$ cat src/rtl/riscv_fetch_queue.sv
// riscv_fetch_queue: instruction-fetch front end.
// A PC generator issues word-aligned icache reads. Each read returns one cycle later.
// Returned words go into a DEPTH-entry prefetch FIFO that decode drains with out_valid/out_ready.
// A branch/jump redirect flushes every queued fetch and every in-flight fetch.
//
// Optional build macro: FETCH_BYPASS_EN. When it is defined, a response that arrives while the
// FIFO is empty drives out_* in the same cycle.
//
// Ports:
//   clk, rst        clock; synchronous active-high reset
//   icache_addr/re  fetch request; the word arrives on instruction one cycle later
//   instruction     icache read data
//   redirect_valid  taken branch/jump; redirect_pc is the target (bits [1:0] ignored)
//   out_valid/ready head-entry handshake towards decode
//   out_inst/pc     head instruction and its PC
//   fq_count        FIFO occupancy
module riscv_fetch_queue #(
   parameter int unsigned       ADDR_W   = 32,
   parameter int unsigned       DATA_W   = 32,
   parameter int unsigned       DEPTH    = 4,
   parameter logic [ADDR_W-1:0] RESET_PC = '0
) (
   input  logic                     clk,
   input  logic                     rst,
   output logic [ADDR_W-1:0]        icache_addr,
   output logic                     icache_re,
   input  logic [DATA_W-1:0]        instruction,
   input  logic                     redirect_valid,
   input  logic [ADDR_W-1:0]        redirect_pc,
   output logic                     out_valid,
   input  logic                     out_ready,
   output logic [DATA_W-1:0]        out_inst,
   output logic [ADDR_W-1:0]        out_pc,
   output logic [$clog2(DEPTH):0]   fq_count
);

   localparam int unsigned PTR_W = $clog2(DEPTH);
   localparam int unsigned CNT_W = PTR_W + 1;
   localparam logic [CNT_W-1:0] DEPTH_C = CNT_W'(DEPTH);

   logic [ADDR_W-1:0] r_fetch_pc;
   logic [ADDR_W-1:0] r_infl_pc;
   logic              r_inflight;
   logic              r_infl_epoch;
   logic              r_epoch;
   logic [DATA_W-1:0] r_mem_inst [DEPTH];
   logic [ADDR_W-1:0] r_mem_pc   [DEPTH];
   logic [PTR_W-1:0]  r_wr_ptr;
   logic [PTR_W-1:0]  r_rd_ptr;
   logic [CNT_W-1:0]  r_count;

   logic [ADDR_W-1:0] w_redir_addr;
   logic              w_credit_ok;
   logic              w_issue;
   logic              w_resp;
   logic              w_empty;
   logic              w_bypass;
   logic              w_fifo_pop;
   logic              w_push;
   logic              w_unused;

   assign w_unused     = ^redirect_pc[1:0];
   assign w_redir_addr = {redirect_pc[ADDR_W-1:2], 2'b00};
   assign w_empty      = (r_count == '0);

   // Credits come from registered state only. A pop in this cycle does not free a slot until the
   // next cycle.
   assign w_credit_ok  = (r_count + CNT_W'(r_inflight)) < DEPTH_C;
   assign w_issue      = ~rst & (redirect_valid | w_credit_ok);

   // A response tagged with a stale epoch belongs to a flushed stream.
   // A redirect in the response cycle also kills the response.
   assign w_resp       = ~rst & r_inflight & (r_infl_epoch == r_epoch) & ~redirect_valid;

`ifdef FETCH_BYPASS_EN
   assign w_bypass     = w_resp & w_empty;
`else
   assign w_bypass     = 1'b0;
`endif

   assign w_fifo_pop   = ~w_empty & out_ready & ~redirect_valid;
   // A bypassed word that decode accepts never enters the FIFO.
   assign w_push       = w_resp & ~(w_bypass & out_ready);

   always_comb begin
      icache_re   = w_issue;
      icache_addr = redirect_valid ? w_redir_addr : r_fetch_pc;
      out_valid   = ~rst & (~w_empty | w_bypass);
      out_inst    = w_bypass ? instruction : r_mem_inst[r_rd_ptr];
      out_pc      = w_bypass ? r_infl_pc   : r_mem_pc[r_rd_ptr];
      fq_count    = rst ? '0 : r_count;
   end

   always_ff @(posedge clk) begin
      if (rst) begin
         r_fetch_pc   <= RESET_PC;
         r_infl_pc    <= '0;
         r_inflight   <= 1'b0;
         r_infl_epoch <= 1'b0;
         r_epoch      <= 1'b0;
         r_wr_ptr     <= '0;
         r_rd_ptr     <= '0;
         r_count      <= '0;
      end else begin
         r_inflight <= w_issue;
         if (w_issue) begin
            r_infl_pc    <= icache_addr;
            r_infl_epoch <= redirect_valid ? ~r_epoch : r_epoch;
         end
         if (redirect_valid) begin
            r_epoch    <= ~r_epoch;
            r_fetch_pc <= w_redir_addr + ADDR_W'(4);
            r_wr_ptr   <= '0;
            r_rd_ptr   <= '0;
            r_count    <= '0;
         end else begin
            if (w_issue)    r_fetch_pc <= r_fetch_pc + ADDR_W'(4);
            if (w_push)     r_wr_ptr   <= r_wr_ptr + PTR_W'(1);
            if (w_fifo_pop) r_rd_ptr   <= r_rd_ptr + PTR_W'(1);
            r_count <= r_count + CNT_W'(w_push) - CNT_W'(w_fifo_pop);
         end
      end
   end

   always_ff @(posedge clk) begin
      if (w_push) begin
         r_mem_inst[r_wr_ptr] <= instruction;
         r_mem_pc[r_wr_ptr]   <= r_infl_pc;
      end
   end

endmodule

$ cat config.mk
export PLATFORM = sky130hd
export DESIGN_NAME = riscv_fetch_queue
export DESIGN_NICKNAME = d
export VERILOG_FILES = /design/src/rtl/riscv_fetch_queue.sv
export SDC_FILE = /design/constraint.sdc
export NUM_CORES = 1
export LEC_CHECK = 0
export ABC_AREA = 1
export CORE_MARGIN = 4
export CORE_UTILIZATION = 52
export CTS_BUF_LIST = sky130_fd_sc_hd__clkbuf_8
export DETAILED_ROUTE_END_ITERATION = 8
export PLACE_DENSITY = 0.88
export SETUP_SLACK_MARGIN = 0.02
export SLEW_MARGIN = 30
export SYNTH_ARGS = -nofsm -noshare
export SYNTH_HDL_FRONTEND = slang
export SYNTH_SLANG_ARGS = --single-unit
$ cat constraint.sdc
create_clock -name clk -period 4.8 [get_ports clk]
set_input_delay 0.72 -clock clk [delete_from_list [all_inputs] [get_ports clk]]
set_output_delay 0.72 -clock clk [all_outputs]
set_load 0.01 [all_outputs]
**Yosys cells after proc, flatten, opt, wreduce, memory -nomap -nowiden**

Memory sizes are Yosys's and may differ from the RTL's. A register that Yosys moved wholly into a read port is not among the register bits.
Cells that the tools add are included.

- Add/subtract/negate cells: 7
- Magnitude comparators: 1
- Equal/unequal tests: 1
- Multiplexer cells: 11
- Bitwise logic cells: 12
- Reduce and logical (&&, ||, !) cells: 3

Operators by type and width:

| kind | count |
|---|---|
| 32-bit two-way mux | 3 |
| 32-bit by 3-bit adder with 32-bit output (second input constant) | 2 |
| 2-bit two-way mux | 4 |
| 1-bit AND | 7 |
| 3-bit by 1-bit adder with 3-bit output | 2 |
| 2-bit by 1-bit adder with 2-bit output (second input constant) | 2 |
| 1-bit NOT | 4 |
| 3-bit logical NOT | 1 |
| 3-bit < comparator (second input constant) | 1 |
| 1-bit two-way mux | 3 |
| 3-bit two-way mux | 1 |
| 3-bit by 1-bit subtractor with 3-bit output | 1 |
| 2-bit nonzero test | 1 |
| 2-bit OR reduction | 1 |
| 1-bit equality test | 1 |
| 1-bit bitwise OR | 1 |

- Bits in registers: 74
- RAM bits: 256
- Input bits: 68
- Output and inout bits: 101
- Word-level logic and storage cells: 45
- Memories kept: 2

Memory list:

| memory | words | width | read ports | clocked after Yosys merged registers in | write ports | RTL line | source |
|---|---|---|---|---|---|---|---|
| r_mem_inst | 4 | 32 | 1 | 1 | 1 | 46 | `logic [DATA_W-1:0] r_mem_inst [DEPTH];` |
| r_mem_pc | 4 | 32 | 1 | 1 | 1 | 47 | `logic [ADDR_W-1:0] r_mem_pc [DEPTH];` |

**Depth between registers and ports, before layout**

Gate-level depths: netlist of the first run.

- Depth in word-level cells: 6
- Depth in mapped cells: 14
- Gate-level depth less buffers: 13

**Worst setup path after synthesis of the first run**

No wires, ideal clock.

- Path type: input -> register
- Start: in redirect_valid
- End: mem r_mem_inst[0][0] (enable)
- Setup time: 0.482 ns
- Data arrival time: 4.208 ns
- Required time: 4.318 ns
- Path slack: 0.110 ns
- Stages on the path: 7
- Path buffers: 2
- Path through: buf_6 buf_4 nor2_1 nand2_1 nor2_1 clkinv_1 nor2_1

- Word-level cells in the longest chain between the ends: 4

RTL lines:

| element | RTL line | source |
|---|---|---|
| start: declaration | 28 | `input logic redirect_valid,` |
| 1-bit NOT | 73 | `assign w_resp = ~rst & r_inflight & (r_infl_epoch == r_epoch) & ~redirect_valid;` |
| 1-bit AND | 73 |  |
| 1-bit two-way mux | 126 | `if (w_push) begin` |
| 1-bit two-way mux (implied by the code) | 127 | `r_mem_inst[r_wr_ptr] <= instruction;` |
| end: declaration | 46 |  |

Every way passes these cells.

**Final worst setup path of the first run**

- Start: in redirect_valid
- End: out icache_addr[23]

- Word-level cells in the longest chain between the ends: 1

RTL lines:

| element | RTL line | source |
|---|---|---|
| 32-bit two-way mux | 87 | `icache_addr = redirect_valid ? w_redir_addr : r_fetch_pc;` |
| end: declaration | 25 | `output logic [ADDR_W-1:0] icache_addr,` |

Every way passes these cells.

==> results_dict.tcl, run 1 <==
set metrics [dict create \
    status "complete, no violations" \
    finalHoldViolCount 0 \
    synth_area_um2 13350 \
    cts.clk_slew.worst_paths_ns 0.06 \
    clk_latency_worst_skew_pair_ns 0.55 \
    postCtsHoldBufs 0 \
    grt_start_max_net_pins 65 \
    finalWirelength_um 30300 \
    worst_path_largest_cell_delay_ns 0.59 \
    antenna_found_initial 0 \
    netlist.area_leader.share 0.5579 \
    drive_above_1_share 0.09892 \
    synthMostInstantiatedCell "sky130_fd_sc_hd__edfxtp_1" \
    overflow_after_grt 0 \
    post_synth_inst_count 1277 \
    cts_tree "yes" \
    power.density_nw_per_um2 358.1 \
    post-dp-hpwl_um 19200 \
    p_leak_nw 6.063 \
    chipHeight_um 168.2 \
    drtAntennaViolNets 0 \
    clkSinkCount 320 \
    worstPathArrival_ns 2.86 \
    cts.path.max_buffers 3 \
    critPathTopFamily "buffers and inverters" \
    grt_setup_unrepaired "false" \
    post_synth_main_area_contributors "sky130_fd_sc_hd__edfxtp_1, sky130_fd_sc_hd__dfxtp_1, sky130_fd_sc_hd__nor2_1, sky130_fd_sc_hd__o21ai_0, sky130_fd_sc_hd__nand2_1" \
    critical_path.max_fanout 47 \
    detailedRoute.firstPassIterationCount 6 \
    ranking_of_synthesized_cells_by_instance_count "sky130_fd_sc_hd__edfxtp_1, sky130_fd_sc_hd__nor2_1, sky130_fd_sc_hd__nand2_1, sky130_fd_sc_hd__o21ai_0, sky130_fd_sc_hd__inv_1" \
    viasPerCell 5.365 \
    crit_buf_inv 5 \
    initial_utilization 0.5286 \
    finalMaxSlewViolations 0 \
    core_area_um2 25250 \
    grt_util_all_layers 0.2089 \
    area_delta_synth_final_pct 22.02 \
    netlist-cell-type-count 35 \
    post_cts_buffers 0 \
    insertedDiodeCount 0 \
    worst_min_path_class "flip-flop to flip-flop" \
    cts_inserted_buffers 48 \
    max_freq_mhz 279.3 \
    synth.yosys.seq_area_share 0.6659 \
    worst-setup-path-type "input pin to output pin" \
    most_used_flip_flop_cell_after_synthesis "sky130_fd_sc_hd__edfxtp_1" \
    synth-edff-count 248 \
    grt_pass1_wl_um 47840 \
    ios 169 \
    detailroute.via_count 9689 \
    first_global_vias 9656 \
    finalCritPeriodShare 0.7458 \
    setup.worst_path.end_class "output pin" \
    num-nets-final 1514 \
    design.die.area_um2 28300 \
    worst_clock_skew_ns 0.01536 \
    port_buffers 162 \
    timing.max_cap.violations 0 \
    finalWeightedCongestion 0.9283 \
    final-setup-viol-count 0 \
    timing.final.crit_period_ns 3.580 \
    dieWidth_um 168.2 \
    post_cts_resized 0 \
    post-route-util 0.6450 \
    ys_async_sr_fraction 0 \
    post-route-worst-setup-slack_ns 1.220 \
    drt_iter0_markers 804 \
    transition_time_at_the_pin_with_the_least_slew_margin_ns 0.7544 \
    setup.worst_path.start_class "input pin" \
    drt-wirelength-per-cell_um 16.78 \
    clk_root_buffer_cell "sky130_fd_sc_hd__clkbuf_8" \
    drc_errors 0 \
    h-tree-depth 2 \
    synth_seq_cells 320 \
    crit_path_cell_trace "clkdlybuf4s50_1 -> buf_12 -> inv_2 -> buf_4 -> nand2_1 -> nand2_1 -> clkdlybuf4s50_1" \
    synthDominantAreaCellType "sky130_fd_sc_hd__edfxtp_1" \
    syn_area_per_cell_um2 10.45 \
    rows 58 \
    yosysWarnings 0 \
    required_ns 4.08 \
    slew-limit-headroom 0.4959 \
    vdd_drop_max_v 0.0001845 \
    cpMaxStageDelayCell "sky130_fd_sc_hd__clkdlybuf4s50_1" \
    dpl_worst_slack_ns 1.001 \
    tns_setup_ns 0 \
]
[cell usage in the layout (no fill, tap or decap), types with 4 or more instances in the layout]
cell	n
sky130_fd_sc_hd__a21oi_1	26
sky130_fd_sc_hd__nor2_4	8
sky130_fd_sc_hd__o22ai_1	62
sky130_fd_sc_hd__o21ai_1	4
sky130_fd_sc_hd__nand2_2	28
sky130_fd_sc_hd__xor2_1	4
sky130_fd_sc_hd__clkdlybuf4s50_1	161
sky130_fd_sc_hd__bufinv_16	6
sky130_fd_sc_hd__clkinv_1	14
sky130_fd_sc_hd__a211oi_1	28
sky130_fd_sc_hd__nor2_1	234
sky130_fd_sc_hd__conb_1	4
sky130_fd_sc_hd__nand2_1	192
sky130_fd_sc_hd__buf_4	15
sky130_fd_sc_hd__nand3_1	32
sky130_fd_sc_hd__nor2_2	11
sky130_fd_sc_hd__dfxtp_1	70
sky130_fd_sc_hd__inv_1	89
sky130_fd_sc_hd__clkbuf_8	51
sky130_fd_sc_hd__o21ai_0	146
sky130_fd_sc_hd__clkinv_2	10
sky130_fd_sc_hd__ha_1	7
sky130_fd_sc_hd__edfxtp_1	248
[through the flow]
| stage | instance area, um2 | hold slack (ns) | power, mW | cells |
|---|---|---|---|---|
| floorplan | 13360 | 0.4356 | 3.355 | 1280 |
| global placement | 15260 | 0.4463 | 3.553 | 1718 |
| detailed placement | 15260 | 0.4612 | 3.566 | 1718 |
| CTS | 16290 | 0.4703 | 5.882 | 1806 |
| global route | 16290 | 0.4846 | 6.077 | 1806 |
| finish | 16290 | 0.4774 | 5.833 | 1806 |
[sequential cells by signal, indices dropped and copies added, names as in the netlist, named ones only]
name	cells
r_wr_ptr	2
r_infl_epoch	1
r_mem_inst	128
r_epoch	1
r_inflight	1
r_mem_pc	120
r_count	3
r_infl_pc	30
r_rd_ptr	2
r_fetch_pc	30
[where the power goes]
part	leakage, nW	switching [mW]	internal (mW)	total, mW
sequential	2.85	0.0419	3.05	3.09
combinational	2.67	0.234	0.186	0.419
clock	0.547	1.01	1.31	2.32
total	6.06	1.28	4.55	5.83
[cells by family (layout without fill, tap and decap cells)]
family          after synthesis  count (layout)  share of synthesized area
fa+ha+maj                     8               8                   0.008060
xor+xnor                      5               5                   0.003280
flops                       320             320                     0.6659
buf+inv                     157             353                    0.04865
compound gates              270             270                     0.1132
other cells                   1               4                  0.0002809
simple gates                516             516                     0.1607
[area by class of cell]
class / count / area (um2)
Clock buffer: 51 / 701.9
Inverter: 86 / 324.1
Fill cell: 1902 / 8966
Multi-Input combinational cell: 803 / 3852
Clock inverter: 37 / 319.1
Sequential cell: 320 / 8894
Tap cell: 330 / 412.9
Timing Repair Buffer: 179 / 1784
[path summary, 6_finish.rpt]
check / start / end / slack, ns / cells past startpoint
max: redirect_valid / icache_addr[23] / 1.22 / 7
min: r_fetch_pc[4]$_SDFFE_PP0P_ / r_fetch_pc[4]$_SDFFE_PP0P_ / 0.48 / 2
max reg2reg: r_count[1]$_SDFF_PP0_ / r_fetch_pc[8]$_SDFFE_PP0P_ / 2.29 / 7
min reg2reg: r_fetch_pc[4]$_SDFFE_PP0P_ / r_fetch_pc[4]$_SDFFE_PP0P_ / 0.48 / 2
[metal layers]
layer | share of wire | vias up | wire, um | GRT usage
met5 | 0 | - | 0 | 0
met4 | 0.021 | 0 | 636 | 0.06634
met3 | 0.074 | 54 | 2255 | 0.04226
met2 | 0.48 | 356 | 14590 | 0.3520
met1 | 0.42 | 4553 | 12810 | 0.2744
li1 | - | 4726 | - | -
[tightest hold or removal path: stages (launching register included)]
cell and delay, ns:
sky130_fd_sc_hd__dfxtp_1 0.31, sky130_fd_sc_hd__nand2_1 0.06, sky130_fd_sc_hd__a21oi_1 0.06
(Power assumes the default switching activity.)
==> run 2: changes to the inputs <==
--- a/config.mk
+++ b/config.mk
@@ -7,10 +7,10 @@
 export LEC_CHECK = 0
 export ABC_AREA = 1
 export CORE_MARGIN = 4
-export CORE_UTILIZATION = 52
+export CORE_UTILIZATION = 57
 export CTS_BUF_LIST = sky130_fd_sc_hd__clkbuf_8
 export DETAILED_ROUTE_END_ITERATION = 8
-export PLACE_DENSITY = 0.88
+export PLACE_DENSITY = 0.91
 export SETUP_SLACK_MARGIN = 0.02
 export SLEW_MARGIN = 30
 export SYNTH_ARGS = -nofsm -noshare
==> constraint.sdc (replaced) <==
create_clock -name clk -period 3.46 [get_ports clk]
set_input_delay 0.519 -clock clk [delete_from_list [all_inputs] [get_ports clk]]
set_output_delay 0.519 -clock clk [all_outputs]
set_load 0.01 [all_outputs]
==> run 2 against run 1 <==
Against the previous run: total power is 32% higher; sequential power up 39%; largest power group unchanged; clock power is 22% higher.
==> results_dict.tcl, run 2 (synthesis results as in run 1) <==
set metrics [dict create \
    status "complete, no violations" \
    setup.worst_path.end_class "output pin" \
    finalWeightedCongestion 1.019 \
    grt_util_all_layers 0.2309 \
    overflow_after_grt 0 \
    drc_errors 0 \
    swShare 0.2288 \
    cts_tree "yes" \
    grt_start_max_net_pins 71 \
    dpl.cell_count 1706 \
    dpl-instance-area_um2 15320 \
    max_freq_mhz 307.4 \
    min_hold_slack_ns 0.4012 \
    finalWirelength_um 30740 \
    dieWidth_um 161.0 \
    drt_iter0_markers 834 \
    viasPerCell 5.484 \
    cts.path.max_buffers 3 \
    clk_latency_worst_skew_pair_ns 0.55 \
    transition_time_at_the_pin_with_the_least_slew_margin_ns 0.6795 \
    crit_path_cell_trace "buf_4 -> o21ai_0 -> o22ai_1 -> clkdlybuf4s50_1" \
    largest_register_ff_count 128 \
    share_seq_of_total_power 0.556 \
    drt-wirelength-per-cell_um 17.14 \
    cts_inserted_buffers 48 \
    port_buffers 162 \
    first_global_vias 9552 \
    ios 169 \
    worstPathArrival_ns 2.73 \
    h-tree-depth 2 \
    post-route-util 0.7096 \
    clkPwrFrac 0.368 \
    cts.clk_slew.worst_paths_ns 0.06 \
    power.density_nw_per_um2 476.5 \
    seq_area_um2 8894 \
    design.die.area_um2 25930 \
    num-nets-final 1519 \
    post_cts_buffers 0 \
    clkSinkCount 320 \
    worst_min_path_class "input pin to flip-flop" \
    postCtsHoldBufs 0 \
    final-setup-viol-count 0 \
    required_ns 2.94 \
    post-dp-hpwl_um 19420 \
    layout.cells.most_common "sky130_fd_sc_hd__edfxtp_1" \
    worst-setup-path-type "flip-flop to output pin" \
    chipHeight_um 161.0 \
    top_register "r_mem_inst" \
    antenna_found_initial 0 \
    core_area_um2 22850 \
    detailroute.via_count 9838 \
    worst_path_largest_cell_delay_ns 0.76 \
    area_delta_synth_final_pct 21.45 \
    power_frac_comb 0.076 \
    setup.worst_path.start_class "flip-flop" \
    initial_utilization 0.5843 \
    final_cells 1794 \
    drtAntennaViolNets 0 \
    grt_setup_unrepaired "false" \
    finalHoldViolCount 0 \
    grt_pass1_wl_um 48380 \
    tns_setup_ns 0 \
    clk_root_buffer_cell "sky130_fd_sc_hd__clkbuf_8" \
    largest_registers "r_mem_inst x128, r_mem_pc x120" \
    slew-limit-headroom 0.5470 \
    n_fill_cell 1599 \
    rows 55 \
    power.net_switching_mw 1.768 \
    layout_common_cells "sky130_fd_sc_hd__edfxtp_1, sky130_fd_sc_hd__nor2_1, sky130_fd_sc_hd__nand2_1" \
    worst_clock_skew_ns 0.01645 \
    power.internal_mw 5.957 \
    timing.final.crit_period_ns 3.253 \
    finalMaxSlewViolations 0 \
    postLayoutCellArea_um2 16210 \
    vdd_drop_max_v 0.0002449 \
    post_cts_resized 0 \
    p_leak_nw 6.050 \
    drive_above_1_share 0.09662 \
    multiInputGateArea_um2 3852 \
    timing.max_cap.violations 0 \
    finalCritPeriodShare 0.9402 \
    cpMaxStageDelayCell "sky130_fd_sc_hd__dfxtp_2" \
    detailedRoute.firstPassIterationCount 6 \
    critical_path.max_fanout 34 \
]
run 2: cell count changes in the layout (fill, tap and decap cells not counted), sizes merged:
cell      change
inv           +8
buf           +5
bufinv        -5
clkinv        -4
clkbuf        +1
clkinvlp      -1
diode         +1
run 2: critical path, delay by kind of cell (launching register included):
family | cells | cell delay [ns]
AOI/OAI and AO/OA | 2 | 0.40
buffers and inverters | 2 | 1.00
DFF | 1 | 0.76
run 2: stage by stage:
stage	power, mW	setup slack [ns]
final	7.725	0.2068
after global routing	8.020	0.07172
after CTS	7.765	0.1788
after detailed placement	4.953	0.4315
after global placement	4.932	0.4772
after floorplan	4.654	-0.04279
run 2: path summary, 6_finish.rpt:
path,startpoint,endpoint,slack (ns),depth (start not counted)
worst max-delay path,flip-flop,out_inst[12],0.21,4
worst min-delay path,rst,r_wr_ptr[0]$_SDFFE_PP0P_,0.40,6
worst max register to register,r_count[1]$_SDFF_PP0_,r_count[2]$_SDFF_PP0_,1.24,9
worst min register to register,r_rd_ptr[1]$_SDFFE_PP0P_,flip-flop,0.46,2
run 2: power groups by stage:
| stage | sequential [mW] | combinational, mW | clock (mW) |
|---|---|---|---|
| after CTS | 4.29 | 0.587 | 2.89 |
| after floorplan | 4.35 | 0.303 | 0 |
| after detailed placement | 4.37 | 0.583 | 0 |
| after global placement | 4.36 | 0.569 | 0 |
| final | 4.29 | 0.589 | 2.84 |
| after global routing | 4.30 | 0.645 | 3.07 |
run 2: metal layers:
layer  GRT usage  routed length [um]
met5           0                   0
met4     0.07212                 686
met3     0.04414                2560
met2      0.3901               14890
met1      0.3065               12600
run 2: cell type report:
type | count | share of cell area
Clock buffer | 52 | 0.04414
Timing Repair Buffer | 184 | 0.1145
Clock inverter | 35 | 0.01088
Inverter | 86 | 0.01999
Multi-Input combinational cell | 803 | 0.2376
Tap cell | 313 | 0.02416
Antenna cell | 1 | 0.0001543
Sequential cell | 320 | 0.5485
==> run 3: changes to the inputs <==
--- a/config.mk
+++ b/config.mk
@@ -7,10 +7,10 @@
 export LEC_CHECK = 0
 export ABC_AREA = 1
 export CORE_MARGIN = 4
-export CORE_UTILIZATION = 57
+export CORE_UTILIZATION = 42
 export CTS_BUF_LIST = sky130_fd_sc_hd__clkbuf_8
 export DETAILED_ROUTE_END_ITERATION = 8
-export PLACE_DENSITY = 0.91
+export PLACE_DENSITY = 0.72
 export SETUP_SLACK_MARGIN = 0.02
 export SLEW_MARGIN = 30
 export SYNTH_ARGS = -nofsm -noshare
==> constraint.sdc (replaced) <==
create_clock -name clk -period 3.9 [get_ports clk]
set_input_delay 0.585 -clock clk [delete_from_list [all_inputs] [get_ports clk]]
set_output_delay 0.585 -clock clk [all_outputs]
set_load 0.01 [all_outputs]
==> run 3 against run 2 <==
Against the previous run: combinational power is 12% lower; critical path type unchanged; design area rose by 0.48%; sequential power is 11% lower; critical endpoint is now out_inst[25]; total power fell by 11%; clock skew rose by 0.0046 ns; critical path depth increased by 1; largest cell class unchanged.
==> results_dict.tcl, run 3 (synthesis results as in run 1) <==
set metrics [dict create \
    seq_area_um2 8894 \
    chipHeight_um 186.3 \
    finalPower_mw 6.886 \
    cts_inserted_buffers 51 \
    worst_min_path_class "input pin to flip-flop" \
    timing.max_cap.violations 0 \
    insertedDiodeCount 0 \
    grt_util_all_layers 0.1738 \
    worst_clock_skew_ns 0.02105 \
    busiest_layer "met2" \
    worst-setup-path-type "flip-flop to output pin" \
    max_freq_mhz 291.1 \
    power.density_nw_per_um2 422.7 \
    drive_above_1_share 0.09764 \
    drc_errors 0 \
    viasPerCell 5.075 \
    status "complete, no violations" \
    min_hold_slack_ns 0.4173 \
    h-tree-depth 2 \
    finalMaxSlewViolations 0 \
    post-dp-hpwl_um 19640 \
    timing.final.crit_period_ns 3.436 \
    antenna_found_initial 0 \
    met1_usage 0.2360 \
    drt-wirelength-per-cell_um 16.45 \
    dpl-instance-area_um2 15370 \
    cts.clk_slew.worst_paths_ns 0.06 \
    grt_setup_unrepaired "false" \
    drt_iter0_markers 617 \
    p_leak_nw 6.048 \
    setup.worst_path.start_class "flip-flop" \
    overflow_after_grt 0 \
    worstPathArrival_ns 2.85 \
    postCtsHoldBufs 0 \
    critical_path.max_fanout 52 \
    layout_common_cells "sky130_fd_sc_hd__edfxtp_1, sky130_fd_sc_hd__nor2_1, sky130_fd_sc_hd__nand2_1" \
    num-nets-final 1521 \
    slew-limit-headroom 0.5263 \
    core_area_um2 31470 \
    port_buffers 162 \
    transition_time_at_the_pin_with_the_least_slew_margin_ns 0.7106 \
    area_delta_synth_final_pct 22.04 \
    final-setup-viol-count 0 \
    rows 65 \
    initial_utilization 0.4241 \
    cts_tree "yes" \
    grt_start_max_net_pins 63 \
    dieWidth_um 186.3 \
    clk_latency_worst_skew_pair_ns 0.56 \
    finalWirelength_um 31040 \
    top_register "r_mem_inst" \
    largest_register_ff_count 128 \
    detailroute.via_count 9576 \
    multiInputGateArea_um2 3852 \
    cts.path.max_buffers 3 \
    ios 169 \
    met3_usage 0.03403 \
    post_cts_resized 0 \
    postLayoutCellArea_um2 16290 \
    first_global_vias 9369 \
    clk_root_buffer_cell "sky130_fd_sc_hd__clkbuf_8" \
    grt_pass1_wl_um 48130 \
    finalWeightedCongestion 0.9037 \
    vdd_drop_max_v 0.0001965 \
    clkSinkCount 320 \
    n_fill_cell 2727 \
    setup.worst_path.end_class "output pin" \
    required_ns 3.31 \
    detailedRoute.firstPassIterationCount 5 \
    design.die.area_um2 34700 \
    post_cts_buffers 0 \
    finalHoldViolCount 0 \
    finalCritPeriodShare 0.8809 \
    drtAntennaViolNets 0 \
    layout.cells.most_common "sky130_fd_sc_hd__edfxtp_1" \
    largest_registers "r_mem_inst x128, r_mem_pc x120" \
    grt_use_met2 0.2826 \
]
[run 3: cell types whose count changed in the layout (fill, tap and decap cells not counted), sizes merged]
cell and delta:
buf -1, clkinv +4, clkinvlp +2, diode -1
[run 3: metal layers]
layer  share of wire  up-vias  wire length, um
li1                -     4737                -
met1            0.45     4453            14000
met2            0.46      335            14170
met3           0.068       51             2119
met4           0.024        0              741
met5               0        -                0
[run 3: worst max-delay path, cell delays in order (launching register included)]
cell                              delay [ns]
sky130_fd_sc_hd__dfxtp_4                0.53
sky130_fd_sc_hd__clkinv_2               0.43
sky130_fd_sc_hd__buf_4                  0.44
sky130_fd_sc_hd__o21ai_0                0.24
sky130_fd_sc_hd__o22ai_1                0.09
sky130_fd_sc_hd__clkdlybuf4s50_1        0.51
[run 3: path summary, 6_finish.rpt]
kind | slack [ns] | cells past startpoint | start | end
worst max-delay path | 0.46 | 5 | flip-flop | out_inst[25]
worst min-delay path | 0.42 | 4 | rst | r_wr_ptr[1]$_SDFFE_PP0P_
worst max register to register | 1.71 | 8 | r_count[1]$_SDFF_PP0_ | r_fetch_pc[8]$_SDFFE_PP0P_
worst min register to register | 0.46 | 2 | r_rd_ptr[1]$_SDFFE_PP0P_ | flip-flop
[run 3: power breakdown]
group | switching, mW | internal [mW]
logic | 0.290 | 0.229
clock network | 1.25 | 1.31
registers | 0.0530 | 3.75
[run 3: final cells by class]
type | count | share of cell area
tap | 402 | 0.03088
multi-input combinational | 803 | 0.2365
clock buffer | 52 | 0.04393
sequential | 320 | 0.5459
clock inverter | 41 | 0.01244
inverter | 86 | 0.01989
timing repair buffer | 183 | 0.1104
[run 3: metrics by stage]
step / setup slack [ns] / util / std cells / setup TNS (ns)
after CTS: 0.4127 / 0.5176 / 1887 / 0
after global routing: 0.2193 / 0.5176 / 1887 / 0
final: 0.4644 / 0.5176 / 1887 / 0
after floorplan: -0.6550 / - / 1280 / -162.45
after global placement: 0.6702 / 0.4884 / 1794 / 0
after detailed placement: 0.6521 / 0.4884 / 1794 / 0
==> RTL change, RTL diff (flow settings as in run 1) <==
The option `FETCH_BYPASS_EN` is turned on by a define.
--- a/src/rtl/riscv_fetch_queue.sv
+++ b/src/rtl/riscv_fetch_queue.sv
@@ -14,6 +14,8 @@
 //   out_valid/ready head-entry handshake towards decode
 //   out_inst/pc     head instruction and its PC
 //   fq_count        FIFO occupancy
+`define FETCH_BYPASS_EN
+
 module riscv_fetch_queue #(
    parameter int unsigned       ADDR_W   = 32,
    parameter int unsigned       DATA_W   = 32,
Check against the original RTL: not equivalent (Yosys sat finds a counterexample within 4 cycles, from zero or initial values and one cycle with rst high).
==> RTL change against run 1 <==
Routed wire length grew 13%; clock skew grew 12 ps; register-to-register slack lost 330 ps; design area grew 3.3%; sequential cell count is the same; area after synthesis grew 5.4%; sequential share of layout area shrank 1.8 points; power shrank 4.2%; non-clock buffer count shrank 1; first-iteration DRC count grew 33%; setup slack lost 780 ps; critical endpoint is now out_pc[3]; largest cell class unchanged; highest routed layer unchanged.
==> RTL change: results (changes against run 1) <==
\begin{tabular}{lr}
\hline
Metric & Value \\
\hline
\multicolumn{2}{l}{\textbf{Worst setup path}} \\
\quad Setup slack on the worst flop-to-flop path & 1960 ps (-330 ps) \\
\quad Capture point of the worst reg-to-reg path & r\_count[2] \\
\quad Data arrival, critical path & 3640 ps (+780 ps) \\
\quad Kind of critical path & reg2out \\
\quad Max FO, Critical Path & 74 (+57\%) \\
\multicolumn{2}{l}{\textbf{Finish}} \\
\quad Final net count & 1632 (+7.8\%) \\
\quad Cell Count, Final, Fillers Out & 1930 (+6.9\%) \\
\quad Fraction of final layout cells with drive strength greater than 1 & 0.0966 (-0.00236) \\
\quad Number of filler cells placed in the layout & 1974 (+3.8\%) \\
\multicolumn{2}{l}{\textbf{Global route}} \\
\quad GRT Total Usage & 0.227 (+0.0176) \\
\quad Via count of the first global-routing pass & 10800 (+11\%) \\
\multicolumn{2}{l}{\textbf{Routing}} \\
\quad Routed Wire Length & 34200 um (+13\%) \\
\quad Vias per cell & 5.63 (+5.0\%) \\
\multicolumn{2}{l}{\textbf{Status}} \\
\quad Outcome & complete, no violations \\
\multicolumn{2}{l}{\textbf{Synthesis}} \\
\quad Synth Area in XOR/XNOR & 0.00685 (+0.00357) \\
\quad Largest cells by area after synthesis & edfxtp\_1, dfxtp\_1, nor2\_1 \\
\quad Synthesized-area fraction occupied by ao, oa, aoi and oai cells & 0.125 (+0.0116) \\
\quad Proportion of synthesized chip area in sequential cells & 0.632 (-0.0341) \\
\quad Share of synthesized cell area in full adder, half adder and majority cells & 0.00765 (-0.000413) \\
\multicolumn{2}{l}{\textbf{STA}} \\
\quad Transition time at the pin with the least slew margin & 833 ps (+79.0 ps) \\
\quad Worst-case clock skew & 27.5 ps (+12.1 ps) \\
\quad Minimum setup slack in the final design & 440 ps (-780 ps) \\
\multicolumn{2}{l}{\textbf{Pwr}} \\
\quad Leakage component of the power & 0.00626 uW (+3.2\%) \\
\multicolumn{2}{l}{\textbf{Hold path}} \\
\quad Startpoint of the worst hold path & r\_fetch\_pc[28] \\
\multicolumn{2}{l}{\textbf{Placement}} \\
\quad Worst setup slack after placement & 826 ps (-174 ps) \\
\quad Post-detail-place hpwl & 20200 um (+5.3\%) \\
\hline
\end{tabular}
## RTL change: per-layer routing
metal / vias to the layer above / global-route usage / part of all wire
met5: - / 0 / 0
met4: 0 / 0.0789 / 0.026
met3: 86 / 0.0441 / 0.088
met2: 553 / 0.383 / 0.48
met1: 5127 / 0.294 / 0.40
li1: 5108 / - / -
## RTL change: per-stage QoR
step	cell area, sq um	power, uW	hold WS, ps
CTS	16800	5620	471
global placement	16000	3610	454
floorplan	14100	3370	444
global route	16800	5810	490
finish	16800	5590	474
detailed placement	16000	3620	461
## RTL change: critical path, cell delays in order (launching register included)
cell,delay [ps]
dfxtp_4,650
clkinv_2,670
buf_4,580
o21ai_0,290
o22ai_1,120
nand2_1,90
o21ai_0,90
clkdlybuf4s50_1,560
## RTL change: layout make-up
cell class | count | area [sq um] | share of cell area
clock buffer | 50 | 688 | 0.0409
inverter | 99 | 373 | 0.0222
sequential | 320 | 8890 | 0.528
tap | 335 | 419 | 0.0249
timing repair buffer | 178 | 1810 | 0.108
clock inverter | 40 | 188 | 0.0112
multi-input combinational | 908 | 4460 | 0.265
## RTL change: kinds of logic after synthesis
| family | count (synthesis) |
|---|---|
| DFF | 320 |
| and+or+nand+nor | 562 |
| xor gates and xnor gates | 11 |
| adders and majority gates | 8 |
| other | 1 |
| buffers and inverters | 181 |
| AOI/OAI and AO/OA | 323 |
## RTL change: where the power goes
| group | internal, uW | total, uW | switching (uW) |
|---|---|---|---|
| combinational | 216 | 500 | 285 |
| sequential | 3040 | 3070 | 34.6 |
| clock | 1020 | 2010 | 992 |
| total | 4270 | 5590 | 1310 |
